==> src/rtl/cu_pkg.sv <==
// Shared definitions for the Mini-SRC hardwired control unit: opcodes,
// sequencer states, instruction classes and the control-strobe bundle.
package cu_pkg;

  localparam logic [4:0] OP_LD   = 5'b00000;
  localparam logic [4:0] OP_LDI  = 5'b00001;
  localparam logic [4:0] OP_ST   = 5'b00010;
  localparam logic [4:0] OP_ADD  = 5'b00011;
  localparam logic [4:0] OP_SUB  = 5'b00100;
  localparam logic [4:0] OP_AND  = 5'b00101;
  localparam logic [4:0] OP_OR   = 5'b00110;
  localparam logic [4:0] OP_SHR  = 5'b00111;
  localparam logic [4:0] OP_SHRA = 5'b01000;
  localparam logic [4:0] OP_SHL  = 5'b01001;
  localparam logic [4:0] OP_ROR  = 5'b01010;
  localparam logic [4:0] OP_ROL  = 5'b01011;
  localparam logic [4:0] OP_ADDI = 5'b01100;
  localparam logic [4:0] OP_ANDI = 5'b01101;
  localparam logic [4:0] OP_ORI  = 5'b01110;
  localparam logic [4:0] OP_MUL  = 5'b01111;
  localparam logic [4:0] OP_DIV  = 5'b10000;
  localparam logic [4:0] OP_NEG  = 5'b10001;
  localparam logic [4:0] OP_NOT  = 5'b10010;
  localparam logic [4:0] OP_NOP  = 5'b11010;
  localparam logic [4:0] OP_HALT = 5'b11011;

  typedef enum logic [3:0] {
    S_RESET, S_T0, S_T1, S_T2, S_T3, S_T4, S_T5, S_T6, S_T7, S_HALT, S_PAUSE
  } state_e;

  typedef enum logic [3:0] {
    C_ALU_R, C_ALU_I, C_UNARY, C_MULDIV, C_LD, C_LDI, C_ST, C_NOP, C_HALT
  } cls_e;

  // One bit per datapath control line, plus the Run status.
  typedef struct packed {
    logic pc_out;
    logic zhi_out;
    logic zlo_out;
    logic mdr_out;
    logic c_out;
    logic ba_out;
    logic pc_in;
    logic mar_in;
    logic mdr_in;
    logic ir_in;
    logic y_in;
    logic z_in;
    logic hi_in;
    logic lo_in;
    logic r_in;
    logic r_out;
    logic gra;
    logic grb;
    logic grc;
    logic inc_pc;
    logic read;
    logic write;
    logic run;
  } ctrl_t;

endpackage

==> src/rtl/cu_decode.sv <==
// Opcode classifier: maps IR[31:27] to an instruction class and the
// function code the ALU should see during the instruction's ALU step.
module cu_decode
  import cu_pkg::*;
#(
  parameter int OPW = 5
) (
  input  logic [OPW-1:0] op,
  output cls_e           cls,
  output logic [OPW-1:0] alu_op
);

  // Address and immediate-load calculations reuse the adder; unknown opcodes fall to nop.
  always_comb begin
    cls    = C_NOP;
    alu_op = '0;
    if (op >= OP_ADD && op <= OP_ROL) begin
      cls    = C_ALU_R;
      alu_op = op;
    end else if (op >= OP_ADDI && op <= OP_ORI) begin
      cls    = C_ALU_I;
      alu_op = op;
    end else if (op == OP_MUL || op == OP_DIV) begin
      cls    = C_MULDIV;
      alu_op = op;
    end else if (op == OP_NEG || op == OP_NOT) begin
      cls    = C_UNARY;
      alu_op = op;
    end else if (op == OP_LD) begin
      cls    = C_LD;
      alu_op = OP_ADD;
    end else if (op == OP_LDI) begin
      cls    = C_LDI;
      alu_op = OP_ADD;
    end else if (op == OP_ST) begin
      cls    = C_ST;
      alu_op = OP_ADD;
    end else if (op == OP_HALT) begin
      cls = C_HALT;
    end
  end

endmodule

==> src/rtl/control_unit.sv <==
// Hardwired Moore sequencer for the Mini-SRC datapath: common fetch T0-T2,
// class-specific execute T3-T7, memory-wait steps, halt and pause.
module control_unit
  import cu_pkg::*;
#(
  parameter int OPW = 5,
  parameter int AW  = 4
) (
  input  logic           Clock,
  input  logic           Clear,
  input  logic [31:0]    IR,
  input  logic           Mem_done,
  input  logic           Stop,
  output logic           PCout,
  output logic           Zhighout,
  output logic           Zlowout,
  output logic           MDRout,
  output logic           Cout,
  output logic           BAout,
  output logic           PCin,
  output logic           MARin,
  output logic           MDRin,
  output logic           IRin,
  output logic           Yin,
  output logic           Zin,
  output logic           HIin,
  output logic           LOin,
  output logic           Rin,
  output logic           Rout,
  output logic           Gra,
  output logic           Grb,
  output logic           Grc,
  output logic           IncPC,
  output logic           Read,
  output logic           Write,
  output logic [OPW-1:0] Alu_op,
  output logic           Run
);

  // Register fields are steered by Gra/Grb/Grc in the datapath, not here.
  localparam int RC_LSB = 32 - OPW - 3 * AW;

  state_e         state_q, state_d, end_st;
  cls_e           cls;
  logic [OPW-1:0] dec_alu;
  ctrl_t          c;
  logic           unused_fields;

  assign unused_fields = ^{IR[31-OPW:RC_LSB], IR[RC_LSB-1:0]};

  cu_decode #(.OPW(OPW)) u_decode (
    .op     (IR[31:32-OPW]),
    .cls    (cls),
    .alu_op (dec_alu)
  );

  // Next-state: memory steps hold until Mem_done; Stop is looked at only when an instruction ends.
  always_comb begin
    end_st  = Stop ? S_PAUSE : S_T0;
    state_d = state_q;
    case (state_q)
      S_RESET: state_d = S_T0;
      S_T0:    state_d = S_T1;
      S_T1:    state_d = Mem_done ? S_T2 : S_T1;
      S_T2:    state_d = S_T3;
      S_T3: begin
        case (cls)
          C_HALT:  state_d = S_HALT;
          C_NOP:   state_d = end_st;
          default: state_d = S_T4;
        endcase
      end
      S_T4:    state_d = (cls == C_UNARY) ? end_st : S_T5;
      S_T5: begin
        case (cls)
          C_ALU_R, C_ALU_I, C_LDI: state_d = end_st;
          C_MULDIV, C_LD, C_ST:    state_d = S_T6;
          default:                 state_d = S_T0;
        endcase
      end
      S_T6: begin
        case (cls)
          C_MULDIV: state_d = end_st;
          C_LD:     state_d = Mem_done ? S_T7 : S_T6;
          C_ST:     state_d = S_T7;
          default:  state_d = S_T0;
        endcase
      end
      S_T7: begin
        case (cls)
          C_LD:    state_d = end_st;
          C_ST:    state_d = Mem_done ? end_st : S_T7;
          default: state_d = S_T0;
        endcase
      end
      S_HALT:  state_d = S_HALT;
      S_PAUSE: state_d = Stop ? S_PAUSE : S_T0;
      default: state_d = S_RESET;
    endcase
  end

  // State register; Clear forces RESET at once, mid-wait included.
  always_ff @(posedge Clock or negedge Clear) begin
    if (!Clear) state_q <= S_RESET;
    else        state_q <= state_d;
  end

  // Output decode from the state register (IR is itself a held register).
  always_comb begin
    c      = '0;
    Alu_op = '0;
    case (state_q)
      S_T0: begin
        c.run = 1'b1; c.pc_out = 1'b1; c.mar_in = 1'b1; c.inc_pc = 1'b1; c.z_in = 1'b1;
      end
      S_T1: begin
        c.run = 1'b1; c.zlo_out = 1'b1; c.pc_in = 1'b1; c.read = 1'b1; c.mdr_in = 1'b1;
      end
      S_T2: begin
        c.run = 1'b1; c.mdr_out = 1'b1; c.ir_in = 1'b1;
      end
      S_T3: begin
        c.run = 1'b1;
        case (cls)
          C_ALU_R, C_ALU_I: begin c.grb = 1'b1; c.r_out = 1'b1; c.y_in = 1'b1; end
          C_UNARY: begin
            c.grb = 1'b1; c.r_out = 1'b1; c.z_in = 1'b1; Alu_op = dec_alu;
          end
          C_MULDIV:         begin c.gra = 1'b1; c.r_out = 1'b1; c.y_in = 1'b1; end
          C_LD, C_LDI, C_ST: begin c.grb = 1'b1; c.ba_out = 1'b1; c.y_in = 1'b1; end
          default: ;
        endcase
      end
      S_T4: begin
        c.run = 1'b1;
        case (cls)
          C_ALU_R: begin
            c.grc = 1'b1; c.r_out = 1'b1; c.z_in = 1'b1; Alu_op = dec_alu;
          end
          C_ALU_I, C_LD, C_LDI, C_ST: begin
            c.c_out = 1'b1; c.z_in = 1'b1; Alu_op = dec_alu;
          end
          C_UNARY: begin c.zlo_out = 1'b1; c.gra = 1'b1; c.r_in = 1'b1; end
          C_MULDIV: begin
            c.grb = 1'b1; c.r_out = 1'b1; c.z_in = 1'b1; Alu_op = dec_alu;
          end
          default: ;
        endcase
      end
      S_T5: begin
        c.run = 1'b1;
        case (cls)
          C_ALU_R, C_ALU_I, C_LDI: begin c.zlo_out = 1'b1; c.gra = 1'b1; c.r_in = 1'b1; end
          C_MULDIV:                begin c.zlo_out = 1'b1; c.lo_in = 1'b1; end
          C_LD, C_ST:              begin c.zlo_out = 1'b1; c.mar_in = 1'b1; end
          default: ;
        endcase
      end
      S_T6: begin
        c.run = 1'b1;
        case (cls)
          C_MULDIV: begin c.zhi_out = 1'b1; c.hi_in = 1'b1; end
          C_LD:     begin c.read = 1'b1; c.mdr_in = 1'b1; end
          C_ST:     begin c.gra = 1'b1; c.r_out = 1'b1; c.mdr_in = 1'b1; end
          default: ;
        endcase
      end
      S_T7: begin
        c.run = 1'b1;
        case (cls)
          C_LD:    begin c.mdr_out = 1'b1; c.gra = 1'b1; c.r_in = 1'b1; end
          C_ST:    c.write = 1'b1;
          default: ;
        endcase
      end
      default: ;
    endcase
  end

  assign PCout    = c.pc_out;
  assign Zhighout = c.zhi_out;
  assign Zlowout  = c.zlo_out;
  assign MDRout   = c.mdr_out;
  assign Cout     = c.c_out;
  assign BAout    = c.ba_out;
  assign PCin     = c.pc_in;
  assign MARin    = c.mar_in;
  assign MDRin    = c.mdr_in;
  assign IRin     = c.ir_in;
  assign Yin      = c.y_in;
  assign Zin      = c.z_in;
  assign HIin     = c.hi_in;
  assign LOin     = c.lo_in;
  assign Rin      = c.r_in;
  assign Rout     = c.r_out;
  assign Gra      = c.gra;
  assign Grb      = c.grb;
  assign Grc      = c.grc;
  assign IncPC    = c.inc_pc;
  assign Read     = c.read;
  assign Write    = c.write;
  assign Run      = c.run;

endmodule
==> config.mk <==
export PLATFORM = sky130hd
export DESIGN_NAME = control_unit
export DESIGN_NICKNAME = d
export VERILOG_FILES = /design/src/rtl/cu_pkg.sv /design/src/rtl/cu_decode.sv /design/src/rtl/control_unit.sv
export SDC_FILE = /design/constraint.sdc
export NUM_CORES = 1
export LEC_CHECK = 0
export CELL_PAD_IN_SITES_DETAIL_PLACEMENT = 1
export CELL_PAD_IN_SITES_GLOBAL_PLACEMENT = 1
export CORE_UTILIZATION = 23
export CTS_CLUSTER_DIAMETER = 120
export CTS_CLUSTER_SIZE = 16
export DETAILED_ROUTE_END_ITERATION = 12
export GPL_TIMING_DRIVEN = 0
export MAX_ROUTING_LAYER = met4
export PLACE_DENSITY = 0.8
export SETUP_SLACK_MARGIN = 0.1
export SLEW_MARGIN = 20
export SYNTH_ARGS = -nofsm -noshare
export SYNTH_HDL_FRONTEND = slang
export SYNTH_HIERARCHICAL = 1
export SYNTH_SLANG_ARGS = --single-unit
==> constraint.sdc <==
create_clock -name Clock -period 2.66 [get_ports Clock]
set_clock_uncertainty 0.2 [all_clocks]
set_input_delay 0.532 -clock Clock [delete_from_list [all_inputs] [get_ports Clock]]
set_output_delay 0.532 -clock Clock [all_outputs]
set_load 0.03 [all_outputs]
; ---- Word-level counts from Yosys, hierarchy flattened
; Cells that the tools add are included.
[word_totals]
wordCells = 110
inputBits = 36
out_inout_bits = 28
ff_bits = 4
[classes]
magnitude_cmp = 4
muxes = 63
eq_ne = 25
reduce_logical = 17
[ops]
columns = operator, count
row1 = $mux W4, 12
row2 = $pmux W4 S11, 1
row3 = $mux W5, 8
row4 = $eq A4 B3 Y1 const B, 8
row5 = $mux W1, 25
row6 = $pmux W4 S2, 3
row7 = $eq A5 B5 Y1 const B, 4
row8 = $eq A4 B2 Y1 const B, 4
row9 = $eq A4 B4 Y1 const B, 4
row10 = $pmux W1 S3, 4
row11 = $pmux W4 S3, 1
row12 = $reduce_or A6 Y1, 2
row13 = $le A5 B4 Y1 const B, 2
row14 = $pmux W1 S2, 5
row15 = $pmux W5 S2, 1
row16 = $reduce_or A3 Y1, 3
row17 = $eq A4 B1 Y1 const B, 2
row18 = $logic_not A4 Y1, 2
row19 = $reduce_or A4 Y1, 2
row20 = $reduce_or A8 Y1, 1
row21 = $eq A5 B1 Y1 const B, 1
row22 = $eq A5 B2 Y1 const B, 1
row23 = $eq A5 B4 Y1 const B, 1
row24 = $ge A5 B2 Y1 const B, 1
row25 = other kinds (7), 11

; ---- Logic depth before layout (Yosys ltp)
; Gate-level depths: netlist of run 1.
[logic_depth]
depth_word = 13
ltp_mapped = 10
depth_no_buf = 8

; ---- By module
; The synthesis of run 1 kept the hierarchy.
[by_module_without_submodules]
columns = module, cells_each, instances, seq_area_each_um2, area_each_um2
row1 = control_unit, 144, 1, 100.1, 954.7
row2 = cu_decode, 35, 1, 0.0, 217.7

; ---- Worst setup path before layout of run 1
; OpenSTA, ideal clock, no wires.
[synth_timing]
kind = input -> output
start = input IR[27]
end = output Gra
path_buffers = 1
slack_ps = -682
cell_stages = 9
t_arrival_ps = 2610
required_time_ps = 1928
cell_sequence = buf_4 -> or4b_4 -> o211ai_2 -> a21o_1 -> nor2b_1 -> or3_1 -> a21o_1 -> nand2_1 -> a221o_1
[synth_between]
elab_chain_cells = 13
elab_cells_between_ends = 38
classes_between = order compare: 4 / eq/ne: 13 / mux: 14 / reduce/logical: 7
[synth_lines]
columns = item, line
row1 = "start, declared", control_unit.sv:11  ; input logic [31:0] IR,
row2 = $eq A5 B5 Y1, cu_decode.sv:38  ; end else if (op == OP_HALT) begin
row3 = $mux W4, cu_decode.sv:38
row4 = $mux W4, cu_decode.sv:35  ; end else if (op == OP_ST) begin
row5 = $mux W4, cu_decode.sv:32  ; end else if (op == OP_LDI) begin
row6 = $mux W4, cu_decode.sv:29  ; end else if (op == OP_LD) begin
row7 = $mux W4, cu_decode.sv:26  ; end else if (op == OP_NEG || op == OP_NOT) begin
row8 = $mux W4, cu_decode.sv:23  ; end else if (op == OP_MUL || op == OP_DIV) begin
row9 = $mux W4, cu_decode.sv:20  ; end else if (op >= OP_ADDI && op <= OP_ORI) begin
row10 = $mux W4 (*), cu_decode.sv:17  ; if (op >= OP_ADD && op <= OP_ROL) begin
row11 = via cls[0], control_unit.sv:44  ; cls_e cls;
row12 = $eq A4 B1 Y1 (tied with other cells), control_unit.sv:152  ; case (cls)
row13 = $reduce_or A3 Y1, control_unit.sv:152
row14 = $mux W1, control_unit.sv:152
row15 = $pmux W1 S5 (*), control_unit.sv:112  ; case (state_q)
row16 = "end, declared", control_unit.sv:30  ; output logic Gra,
; The timed path passes the listed nets; every way through them passes the cells marked *.

; ---- Worst setup path in the final report of run 1
[layout_timing]
start = input IR[29]
end = output Gra
; Same word-level chain as after synthesis.

==> results_dict.tcl, run 1 <==
set metrics [dict create \
    worstMarginPinSlew_ns 0.681 \
    required_ns 1.93 \
    r2r-start "state_q[0]" \
    seq_area_frac_synth_pct 8.54 \
    via_per_inst 5.73 \
    comb_power_share_pct 84.5 \
    grt_pass1_wl_um 9470 \
    routabilityCongestion 0.888 \
    die_w_um 73.4 \
    ir_drop_v 0.000257 \
    leakage_nw 1.14 \
    grt_max_degree 11 \
    cts_made_buffers 3 \
    min_period_ns 3.25 \
    rsz0062_at_grt "yes" \
    synthAdderAreaFrac_pct 0 \
    stdcell_count 329 \
    synth_cell_type_count 53 \
    antenna_found_initial 0 \
    syn-num-nets 215 \
    critPathKind "input port to output pin" \
    cts_max_path_buffers 2 \
    cpPeakStageDelay_ns 0.55 \
    p_sw_share_pct 54.2 \
    cts_htree_levels 1 \
    synth-edff-count 0 \
    largest_register "state_q" \
    rows 25 \
    grt_usage_pct 23.5 \
    power.total_w 0.00172 \
    hold_ws_ns 0.310 \
    cpMostUsedCell "a21o_4" \
    synth-simple-area-share_pct 51.2 \
    ys.flop_type "dfrtp_1" \
    cts-root-buf "clkbuf_8" \
    arrival_ns 2.52 \
    drive_gt1_share_pct 64.9 \
    final-max-slew-violation-count 0 \
    syn_area_per_cell_sq_um 6.55 \
    p_sw_w 0.000931 \
    routed_wirelength_um 7130 \
    slew_headroom_pct 54.5 \
    fp.dieH_um 73.4 \
    crit_fanout 5 \
    synth_xor_xnor_area_share_pct 0.747 \
    finalHoldViolCount 0 \
    end_kind "output pin" \
    startpoint_type "input port" \
    max_freq_ghz 0.308 \
    min_period_over_period_pct 122 \
    cts_tree "done" \
    hpwl_um 3450 \
    cap_violations 0 \
    rr_endpoint "state_q[3]" \
    rrSetupSlack_ns 0.37 \
    clkTransAtPathRegs_ns 0.04 \
    num_antenna_cells 0 \
    pwr_density_cell_nw_per_um2 677 \
    vias 1886 \
    hold_class "input port to async pin" \
    io_buffers 35 \
    area_growth_pct 116 \
    setup_viol 27 \
    violations "setup timing" \
    initial_core_util_pct 24.3 \
    clock_sinks 4 \
    first_iter_violations 147 \
    grt_pass1_vias 1867 \
    status "finished, violations left" \
    fp.coreArea_sq_um 4820 \
    netlist_instances 179 \
    ant_nets 0 \
    largest_register_ffs 4 \
    boundaryPins 64 \
    synthArstFlopShare_pct 100 \
    fin_ws_ns -0.591 \
    crit_chain "buf_12 > or4b_4 > o211ai_2 > a21o_4 > nor2b_4 > or3_4 > a21o_4 > nand2_4 > a221o_2 > buf_6" \
    route.detailed.drc 0 \
    synth_top_family_by_area "simple AND/OR/NAND/NOR gates" \
    synthMuxAreaShare_pct 0 \
    drtPass1Iterations 4 \
    clock_power_share_pct 7.8 \
    layout.nets 300 \
    clk_latency_ns 0.23 \
    synth_warnings 6 \
    dp.cells 281 \
    crit_path_top_delay_cell "or4b_4" \
    p_int_w 0.000786 \
    die-area_sq_um 5390 \
    critPathTopFamily "simple AND/OR/NAND/NOR gates" \
    reg2reg_depth 6 \
    overflow 0 \
    p_seq_share_pct 7.7 \
    wl_per_cell_um 21.7 \
    ys_ff_latch 4 \
    syn-cell-area_sq_um 1170 \
    synth-compound-area-share_pct 27.3 \
    reg_top3 "state_q: 4 flops" \
    timing.critical_path.buf_inv 2 \
]
## worst max-delay path by stage
stage | startpoint | end | slack, ns | depth (start not counted)
floorplan | IR[27] | Gra | -0.45 | 9
global placement | IR[29] | Zlowout | -1.70 | 8
detailed placement | IR[29] | Zlowout | -1.78 | 8
CTS | IR[30] | Gra | -0.57 | 10
global route | IR[29] | Gra | -0.59 | 10
finish | IR[29] | Gra | -0.59 | 10
## per-stage QoR
step	setup WS [ns]	utilization, %	setup TNS (ns)	instance area [sq um]
6_report	-0.591	52.7	-11.29	2540
5_1_grt	-0.594	52.7	-11.82	2540
4_1_cts	-0.572	47.1	-8.73	2270
3_5_place_dp	-1.78	36.2	-38.21	1740
3_3_place_gp	-1.70	36.2	-36.81	1740
2_1_floorplan	-0.450	-	-4.04	1310
## power by group through the flow
stage	Combinational [W]	Clock, W	Sequential [W]
floorplan	0.000766	0	0.000112
global placement	0.00112	0	0.000122
detailed placement	0.00114	0	0.000125
CTS	0.00130	0.000128	0.000124
global route	0.00151	0.000140	0.000136
finish	0.00145	0.000134	0.000132
## placed cells by master (no fill, tap or decap), types with 4 or more instances in the layout
cell       n
a21oi_1   10
and2_4     8
inv_1      7
nand2_2    5
buf_4     35
buf_6     38
nor2_4     5
nand3b_1   5
buf_8      4
nor2b_1    4
o21ai_0    6
nand2_1    7
nand2_4    9
clkbuf_2   6
nand3_1    5
o21ai_2    5
nor2_1     7
clkbuf_8   4
buf_2      6
o21ai_1    4
## cell type report
| class | instances | area [sq um] |
|---|---|---|
| plain buffers | 18 | 169 |
| clock buffers | 3 | 41.3 |
| fillers | 585 | 2280 |
| inverters | 8 | 32.5 |
| multi-input cells | 149 | 1330 |
| flip-flops and latches | 4 | 101 |
| well taps | 67 | 83.8 |
| repair buffers | 80 | 777 |
## Yosys cell counts (all sizes together), types with 3 or more instances
library cell	count	area (sq um)
a21oi	13	65.1
and2	10	63.8
and3	4	25.0
buf	14	97.6
clkbuf	4	15.0
dfrtp	4	100
inv	8	30.0
nand2	21	78.8
nand2b	3	18.8
nand3	6	30.0
nand3b	5	37.5
nor2	14	52.6
nor2b	6	37.5
nor3	6	30.0
nor3b	3	27.5
nor4b	3	41.3
o211ai	3	27.5
o21ai	16	80.1
or4	3	22.5
## per-layer routing
layer	vias up	part of all wire (%)	global-route usage (%)
li1	820	-	-
met2	96	54	44.3
met4	0	4.1	8.97
met1	941	37	25.1
met5	-	0	-
met3	29	5.6	2.33
## cell families after synthesis
family,Yosys count
AO/OA/AOI/OAI,50
XOR/XNOR,1
buffers and inverters,26
flip-flops,4
AND/OR/NAND/NOR,98
## repair_timing
action                     CTS  global route
pin swaps                   28            27
cloned                       2             0
setup endpoints to repair   32            32
hold buffers                 0             0
gates resized for setup    248            53
setup buffers               25            19
Note: power is estimated with default switching activity, not from simulation.
==> inputs of run 2 (changes only) <==
PLACE_DENSITY = 0.88   (was 0.8)
==> run 2 against run 1 <==
Net effect: core utilization is 0.16 points lower; the run still ends with setup timing left; register-to-register slack got worse by 0.18 ns; first-iteration DRC count grew 35%; count of clock-buffer cells in the layout unchanged; maximum frequency is 0.96% lower; clock power barely moved; critical path type unchanged.
==> results_dict.tcl, run 2 (same netlist as run 1, synthesis figures left out) <==
set metrics [dict create \
    setup_viol 27 \
    p_sw_share_pct 53.7 \
    crit_path_top_delay_cell "or4b_4" \
    cts_max_path_buffers 2 \
    drive_gt1_share_pct 64.3 \
    fillers 577 \
    clock_power_share_pct 7.6 \
    crit_fanout 6 \
    layout.nets 304 \
    setup_tns_ns -11.56 \
    timing.critical_path.buf_inv 5 \
    largest_register "state_q" \
    initial_core_util_pct 24.3 \
    violations "setup timing" \
    fp.dieH_um 73.4 \
    max_freq_ghz 0.305 \
    hpwl_um 3450 \
    slew_headroom_pct 25.7 \
    rsz0062_at_grt "yes" \
    rows 25 \
    end_kind "output pin" \
    cts_made_buffers 3 \
    cts-hold-fix-buffers 0 \
    antenna_found_initial 0 \
    reg_top3 "state_q: 4 flops" \
    arrival_ns 2.55 \
    area_growth_pct 116 \
    finalHoldViolCount 0 \
    routabilityCongestion 0.915 \
    startpoint_type "input port" \
    critPathKind "input port to output pin" \
    largest_register_ffs 4 \
    num_antenna_cells 0 \
    routed_wirelength_um 7410 \
    ir_drop_v 0.000334 \
    pre_cts_slack_ns -1.69 \
    cp_num_cells 10 \
    overflow 0 \
    ant_nets 0 \
    drtPass1Iterations 4 \
    hold_class "input port to async pin" \
    vias 1865 \
    die_w_um 73.4 \
    via_per_inst 5.60 \
    final_cell_mix "42 x buf_6, 37 x buf_4, 9 x a21oi_1, 9 x nand2_1" \
    p_seq_share_pct 7.6 \
    clock_sinks 4 \
    fp.coreArea_sq_um 4820 \
    cts-root-buf "clkbuf_8" \
    fin_ws_ns -0.622 \
    boundaryPins 64 \
    grt_max_degree 11 \
    p_sw_w 0.000927 \
    startpoint "IR[29]" \
    grt_pass1_vias 1881 \
    cpMostUsedCell "buf_6" \
    die-area_sq_um 5390 \
    cts_htree_levels 1 \
    cpPeakStageDelay_ns 0.54 \
    wl_per_cell_um 22.2 \
    mostFrequentLayoutCell "buf_6" \
    cp-endpoint "Gra" \
    final-max-slew-violation-count 0 \
    route.detailed.drc 0 \
    worstMarginPinSlew_ns 1.10 \
    cap_violations 0 \
    clk_latency_ns 0.22 \
    cts_tree "done" \
    r2r-start "state_q[0]" \
    rrSetupSlack_ns 0.19 \
    critPathTopFamily "simple AND/OR/NAND/NOR gates" \
    rr_endpoint "state_q[3]" \
    min_period_ns 3.28 \
    clkTransAtPathRegs_ns 0.03 \
    p_int_w 0.000799 \
    pwr_density_cell_nw_per_um2 682 \
    status "finished, violations left" \
    leakage_nw 1.13 \
    reg2reg_depth 5 \
    min_period_over_period_pct 123 \
    grt_usage_pct 24.3 \
    crit_chain "buf_12 > or4b_4 > o211ai_2 > a21o_4 > buf_6 > buf_6 > nor4bb_4 > buf_4 > a221o_2 > buf_6" \
    first_iter_violations 199 \
    comb_power_share_pct 84.8 \
    grt_pass1_wl_um 9670 \
    io_buffers 35 \
    required_ns 1.93 \
]
## run 2: metal layers
| layer | global-route usage, % | wire (um) | vias to the layer above |
|---|---|---|---|
| met5 | - | 0 | - |
| met4 | 10.9 | 348 | 0 |
| met3 | 2.74 | 512 | 32 |
| met2 | 42.6 | 3760 | 94 |
| met1 | 27.8 | 2780 | 915 |
| li1 | - | - | 824 |
## run 2: what timing repair did
action	4_1_cts	5_1_grt
resized for setup	235	63
setup buffers	27	23
pin swaps	22	27
cloned	1	1
endpoints found under the hold margin	0	0
setup endpoints to repair	32	32
## run 2: worst min path at each step
stage,startpoint,endpoint
4_1_cts,Clear,state_q[3]
5_1_grt,Clear,state_q[3]
3_3_place_gp,Clear,state_q[2]
3_5_place_dp,Clear,state_q[2]
6_report,Clear,state_q[3]
2_1_floorplan,Clear,state_q[0]
## run 2: power groups by stage
stage	combinational [W]	sequential, W	clock, W
6_report	0.00146	0.000131	0.000131
5_1_grt	0.00153	0.000133	0.000138
4_1_cts	0.00127	0.000125	0.000129
3_5_place_dp	0.00114	0.000125	0
3_3_place_gp	0.00112	0.000122	0
2_1_floorplan	0.000766	0.000112	0
## run 2: through the flow
step / hold WS, ns / power, W / std cells / area [sq um] / util (%)
after CTS: 0.326 / 0.00153 / 312 / 2180 / 45.2
after global routing: 0.337 / 0.00180 / 333 / 2530 / 52.5
after global placement: 0.545 / 0.00124 / 281 / 1740 / 36.2
after floorplan: 0.0364 / 0.000878 / 179 / 1310 / -
after detailed placement: 0.551 / 0.00126 / 281 / 1740 / 36.2
final: 0.322 / 0.00173 / 333 / 2530 / 52.5
## run 2: final cells by class
class / count / area (sq um) / share of cell area [%]
Multi-Input combinational cell: 149 / 1280 / 50.7
Timing Repair Buffer: 84 / 812 / 32.1
Buffer: 18 / 174 / 6.87
Sequential cell: 4 / 103 / 4.06
Tap cell: 67 / 83.8 / 3.31
Clock buffer: 3 / 41.3 / 1.63
Inverter: 8 / 32.5 / 1.29
